## src/rtl/display_controller.sv

```systemverilog
// Hex 7-segment display controller: shadow/display double buffer, static or
// multiplexed scan output, per-digit blank/blink masks and leading-zero blanking.
module display_controller #(
  parameter int NUM_DIGITS = 8,
  parameter int SCAN_DIV   = 50000,
  parameter int BLINK_DIV  = 25000000
) (
  input  logic                    clk,
  input  logic                    rst_n,
  input  logic                    load_valid,
  output logic                    load_ready,
  input  logic [4*NUM_DIGITS-1:0] load_data,
  input  logic [NUM_DIGITS-1:0]   blank_mask,
  input  logic [NUM_DIGITS-1:0]   blink_mask,
  input  logic                    lz_en,
  input  logic                    scan_mode,
  output logic [7*NUM_DIGITS-1:0] seg_static,
  output logic [6:0]              scan_seg,
  output logic [NUM_DIGITS-1:0]   scan_an,
  output logic [1:0]              dbg_state
);

  localparam int DW = 4 * NUM_DIGITS;
  localparam int SW = 7 * NUM_DIGITS;
  localparam int IW = (NUM_DIGITS > 1) ? $clog2(NUM_DIGITS) : 1;
  localparam int PW = $clog2(SCAN_DIV);
  localparam int BW = $clog2(BLINK_DIV);

  localparam logic [1:0] ST_INIT = 2'd0;
  localparam logic [1:0] ST_IDLE = 2'd1;
  localparam logic [1:0] ST_PEND = 2'd2;

  // Load handshake: a load is taken on any rising edge where load_valid and
  // load_ready are both high; load_ready is a pure decode of the state register.
  logic [1:0]    state;
  logic [DW-1:0] shadow;
  logic [DW-1:0] disp;
  logic [PW-1:0] presc;
  logic [IW-1:0] idx;
  logic [BW-1:0] blink_cnt;
  logic          blink_phase;
  logic          mode_q;

  logic          mode_change;
  logic          presc_wrap;
  logic          idx_last;
  logic          frame_wrap;
  logic          accept;
  logic          do_commit;
  logic [SW-1:0] glyphs;
  logic [6:0]    scan_glyph;
  logic [NUM_DIGITS-1:0] an_next;
  logic          zero_above;
  logic          digit_blank;

  function automatic logic [6:0] hex_glyph(input logic [3:0] v);
    case (v)
      4'h0: hex_glyph = 7'h40;
      4'h1: hex_glyph = 7'h79;
      4'h2: hex_glyph = 7'h24;
      4'h3: hex_glyph = 7'h30;
      4'h4: hex_glyph = 7'h19;
      4'h5: hex_glyph = 7'h12;
      4'h6: hex_glyph = 7'h02;
      4'h7: hex_glyph = 7'h78;
      4'h8: hex_glyph = 7'h00;
      4'h9: hex_glyph = 7'h10;
      4'hA: hex_glyph = 7'h08;
      4'hB: hex_glyph = 7'h03;
      4'hC: hex_glyph = 7'h46;
      4'hD: hex_glyph = 7'h21;
      4'hE: hex_glyph = 7'h06;
      default: hex_glyph = 7'h0E;
    endcase
  endfunction

  assign load_ready  = (state == ST_IDLE);
  assign dbg_state   = state;
  assign mode_change = (scan_mode != mode_q);
  assign presc_wrap  = (presc == PW'(SCAN_DIV - 1));
  assign idx_last    = (idx == IW'(NUM_DIGITS - 1));
  // A frame ends only on a genuine index wrap, never on a mode-change clear.
  assign frame_wrap  = !mode_change && presc_wrap && idx_last;
  assign accept      = load_valid && (state == ST_IDLE);
  assign do_commit   = (state == ST_PEND) && (!scan_mode || frame_wrap);

  always_ff @(posedge clk or negedge rst_n) begin
    if (!rst_n) begin
      state  <= ST_INIT;
      shadow <= '0;
      disp   <= '0;
    end else begin
      case (state)
        ST_INIT: state <= ST_IDLE;
        ST_IDLE: begin
          if (accept) begin
            shadow <= load_data;
            state  <= ST_PEND;
          end
        end
        ST_PEND: begin
          if (do_commit) begin
            disp  <= shadow;
            state <= ST_IDLE;
          end
        end
        default: state <= ST_INIT;
      endcase
    end
  end

  always_ff @(posedge clk or negedge rst_n) begin
    if (!rst_n) begin
      mode_q      <= 1'b0;
      presc       <= '0;
      idx         <= '0;
      blink_cnt   <= '0;
      blink_phase <= 1'b0;
    end else begin
      mode_q <= scan_mode;
      if (mode_change) begin
        presc <= '0;
        idx   <= '0;
      end else if (presc_wrap) begin
        presc <= '0;
        idx   <= idx_last ? '0 : idx + IW'(1);
      end else begin
        presc <= presc + PW'(1);
      end
      if (blink_cnt == BW'(BLINK_DIV - 1)) begin
        blink_cnt   <= '0;
        blink_phase <= ~blink_phase;
      end else begin
        blink_cnt <= blink_cnt + BW'(1);
      end
    end
  end

  // Walk from the top digit down so zero_above tracks "this and all higher are 0".
  always_comb begin
    zero_above  = 1'b1;
    digit_blank = 1'b0;
    glyphs      = '0;
    scan_glyph  = 7'h7F;
    an_next     = '1;
    for (int i = NUM_DIGITS - 1; i >= 0; i--) begin
      zero_above  = zero_above && (disp[4*i +: 4] == 4'h0);
      digit_blank = blank_mask[i] || (blink_mask[i] && blink_phase) ||
                    (lz_en && zero_above && (i != 0));
      glyphs[7*i +: 7] = digit_blank ? 7'h7F : hex_glyph(disp[4*i +: 4]);
      if (scan_mode && (idx == IW'(i))) begin
        scan_glyph = glyphs[7*i +: 7];
        an_next[i] = 1'b0;
      end
    end
  end

  always_ff @(posedge clk or negedge rst_n) begin
    if (!rst_n) begin
      seg_static <= {NUM_DIGITS{7'h40}};
      scan_seg   <= 7'h7F;
      scan_an    <= '1;
    end else begin
      seg_static <= glyphs;
      scan_seg   <= scan_glyph;
      scan_an    <= an_next;
    end
  end

endmodule

```

## config.mk

```make
export PLATFORM = sky130hd
export DESIGN_NAME = display_controller
export DESIGN_NICKNAME = d
export VERILOG_FILES = /design/src/rtl/display_controller.sv
export SDC_FILE = /design/constraint.sdc
export NUM_CORES = 1
export LEC_CHECK = 0
export CORE_MARGIN = 5
export CORE_UTILIZATION = 50
export CTS_CLUSTER_DIAMETER = 150
export DETAILED_ROUTE_END_ITERATION = 16
export DONT_BUFFER_PORTS = 1
export PLACE_DENSITY = 0.68
export SYNTH_ARGS = -nofsm -noshare
export SYNTH_HDL_FRONTEND = slang
export SYNTH_SLANG_ARGS = --single-unit
```

## constraint.sdc

```tcl
create_clock -name clk -period 5.87 [get_ports clk]
set_input_delay 0.587 -clock clk [delete_from_list [all_inputs] [get_ports clk]]
set_output_delay 0.587 -clock clk [all_outputs]
set_load 0.03 [all_outputs]
```

==> results.yml <==
outcome:
  status: "finished clean"
timing:
  rsz0062_at_grt: "no"
  slew_headroom_pct: 35.39
  finalSetupViolations: 0
  max_freq_ghz: 0.3868
  finalMaxSlewViolations: 0
  clock_skew_ns: 0.009770
  period_share_pct: 44.04
  fin_hold_ws_ns: 0.1744
  finalSetupTns_ns: 0
  setup_ws_ns: 3.285
  hold_violations: 0
  fin_crit_ns: 2.585
  worst_slew_pin_slew_ns: 0.9639
route:
  wl_um: 21580
  drtAntennaViolNets: 0
  top_layer_used: "met4"
  dr.first_iter.drc_count: 503
  routed_via_density: 5.800
  drc: 0
  num_vias: 6496
  dr_wl_met3_um: 1325
  wl_met1_um: 9892
  dr.pass1.iters: 5
  met2_length_um: 9961
  avgRoutedWirePerCell_um: 19.26
power_and_ir_drop:
  finalPower_mw: 5.238
  power_density_nw_per_um2: 506.7
  p_leak_nw: 4.431
  ir_worst_vdd_v: 0.0002609
synthesis:
  postSynth.asyncResetShare_pct: 100.0
  yosysUniqueCellTypes: 74
  yosysSeqAreaShare_pct: 48.11
  synth_compound_area_share_pct: 11.64
  syn_nets: 999
  synth-seq-cells: 183
  netlist_instances: 892
  avgSynthCellArea_um2: 10.74
  yosys.area_share.xor_xnor_pct: 3.292
  synthFlopType: "dfrtp_1"
  synth_top_family_by_area: "simple AND/OR/NAND/NOR gates"
  yosysWarnings: 0
  synthAdderAreaFrac_pct: 7.053
  syn-cell-area_um2: 9579
  muxShareOfSynthArea_pct: 10.11
  yosys.area_share.simple_pct: 16.20
  synth_edf_count: 0
worst_setup_path:
  worstPathMaxFanout: 13
  reg2reg_depth: 8
  reg2reg_to: "scan_seg[1]"
  crit_end: "scan_seg[1]"
  cpLargestDelayFamily: "compound AO/OA/AOI/OAI gates"
  timing.rr.start: "disp[16]"
  critPathRequiredTime_ns: 6.24
  path_class: "register to register"
  crit_start: "disp[16]"
  critPathBufInv: 1
  slowest_stage: "dfrtp_1"
  crit_path_end_kind: "register"
  arrival_ns: 2.95
  reg2reg_slack_ns: 3.28
  cp.depth: 8
  start_kind: "register"
  worstPathCellList: "inv_1 > ha_1 > nor3b_1 > nand4_4 > o21a_1 > a311o_1 > a41oi_1 > a221o_1"
  slowest_delay_ns: 0.44
finish:
  final_area_um2: 10340
  area_delta_synth_final_pct: 7.903
  utilization_pct: 55.07
  diodes: 0
  drive_gt1_share_pct: 12.98
  nets: 980
  layout.cells.non_filler: 1120
place:
  dpl_cell_area_um2: 9686
  post-place-cells: 1086
  pre_cts_ws_ns: 3.317
  port_buffers: 0
  hpwl_um: 15190
  gp_congestion: 0.8588
clocking:
  cts_root_buffer: "clkbuf_16"
  clk_latency_ns: 0.43
  clockBufferDepth: 2
  post_cts_buffers: 0
  numCtsBuffers: 17
  clkTransAtPathRegs_ns: 0.06
  cts_tree: "done"
  htreeDepth: 4
  ctsResizeCount: 0
  cts_sinks: 183
die:
  fp-row-count: 50
  die-area_um2: 22030
  fp.dieW_um: 148.4
  coreArea_um2: 18770
  die_h_um: 148.4
  start_util_pct: 51.04
  ios: 127
grt:
  grt_pass1_wl_um: 34570
  grt_max_degree: 161
  grt.total_usage_pct: 19.99
  antenna_found_initial: 0
  grt.overflow.total: 0
  grt_pass1_vias: 6264
worst_hold_path:
  min_path_type: "primary input to asynchronous set/reset pin"
flow_run:
  maxCapViolations: 0
==> area by class of cell <==
cell class	count	area [um2]
Clock inverter	11	122.6
Timing Repair Buffer	5	70.07
Sequential cell	183	4608
Inverter	35	131.4
Fill cell	1615	8432
Tap cell	234	292.8
Clock buffer	21	480.5
Multi-Input combinational cell	631	4631
==> what timing repair did <==
| item | 4_1_cts | 5_1_grt |
|---|---|---|
| endpoints found under the hold margin | 160 | 0 |
| hold buffers | 2 | 0 |
| setup endpoints to repair | 0 | 0 |
==> power by group <==
part	total (mW)	internal (mW)	leakage [nW]	switching, mW
registers	2.58	1.70	2.17	0.878
clock network	1.16	0.671	0.287	0.486
logic	1.50	0.700	1.97	0.803
==> worst min path at each step <==
| stage | from | to |
|---|---|---|
| floorplan | rst_n | blink_cnt[0] |
| global placement | rst_n | presc[1] |
| detailed placement | rst_n | presc[1] |
| CTS | scan_mode | mode_q |
| global route | scan_mode | mode_q |
| finish | rst_n | scan_an[5] |
==> routing by layer <==
metal,global-route usage [%],up-vias
li1,-,3120
met1,28.31,3187
met2,30.33,165
met3,5.210,24
met4,6.189,0
met5,0,-
==> cells in the mapped netlist, drive strengths merged (4+ instances only) <==
library cell / count / share of area, %
a211oi: 6 / 0.52
a21o: 5 / 0.39
a21oi: 22 / 1.1
a22oi: 5 / 0.39
a31oi: 9 / 0.65
and2: 15 / 0.98
and3: 10 / 0.65
and4: 4 / 0.37
buf: 17 / 1.2
clkbuf: 26 / 1.0
dfrtp: 160 / 42
dfstp: 23 / 6.3
ha: 54 / 7.1
inv: 35 / 1.4
mux2: 74 / 8.7
mux2i: 9 / 0.94
nand2: 75 / 2.9
nand2b: 16 / 1.0
nand3: 37 / 1.9
nand3b: 9 / 0.71
nand4: 10 / 0.81
nor2: 62 / 2.4
nor2b: 20 / 1.3
nor3: 12 / 0.68
nor3b: 8 / 0.80
o211ai: 24 / 1.9
o21a: 5 / 0.47
o21ai: 39 / 2.0
o21bai: 6 / 0.47
o311ai: 5 / 0.46
or2: 6 / 0.39
xnor2: 12 / 1.1
xor2: 24 / 2.2
==> placed cells by master, fill, tap and decap left out, drive strengths merged, types with 4 or more instances in the layout <==
master | synthesis | final
nand2b | 16 | 16
inv | 35 | 35
dfrtp | 160 | 160
o21a | 5 | 5
nand3 | 37 | 37
nor2 | 62 | 62
buf | 17 | 5
o211ai | 24 | 24
mux2i | 9 | 9
and3 | 10 | 10
xor2 | 24 | 24
o21bai | 6 | 6
clkinv | 0 | 5
o311ai | 5 | 5
nor3b | 8 | 8
nand3b | 9 | 9
o21ai | 39 | 39
a22oi | 5 | 5
nand2 | 75 | 75
ha | 54 | 54
a211oi | 6 | 6
and4 | 4 | 4
or2 | 6 | 6
clkbuf | 26 | 21
nand4 | 10 | 10
a21o | 5 | 5
a21oi | 22 | 22
nor3 | 12 | 12
mux2 | 74 | 74
and2 | 15 | 15
clkinvlp | 0 | 4
nor2b | 20 | 20
xnor2 | 12 | 12
dfstp | 23 | 23
a31oi | 9 | 9
==> registers in the layout, indices dropped and copies added, names as in the netlist, 2 cells and up <==
| name | flops |
|---|---|
| seg_static | 56 |
| disp | 32 |
| shadow | 32 |
| blink_cnt | 25 |
| presc | 16 |
| scan_an | 8 |
| scan_seg | 7 |
| idx | 3 |
| dbg_state | 2 |
==> logic make-up (layout without fill, tap and decap cells) <==
group / Yosys count / count (layout)
xor gates and xnor gates: 36 / 36
adders and majority gates: 54 / 54
AOI/OAI and AO/OA: 160 / 160
muxes: 85 / 85
buffers and inverters: 78 / 72
and+or+nand+nor: 296 / 296
DFF: 183 / 183
Note: power is estimated with default switching activity, not from simulation.
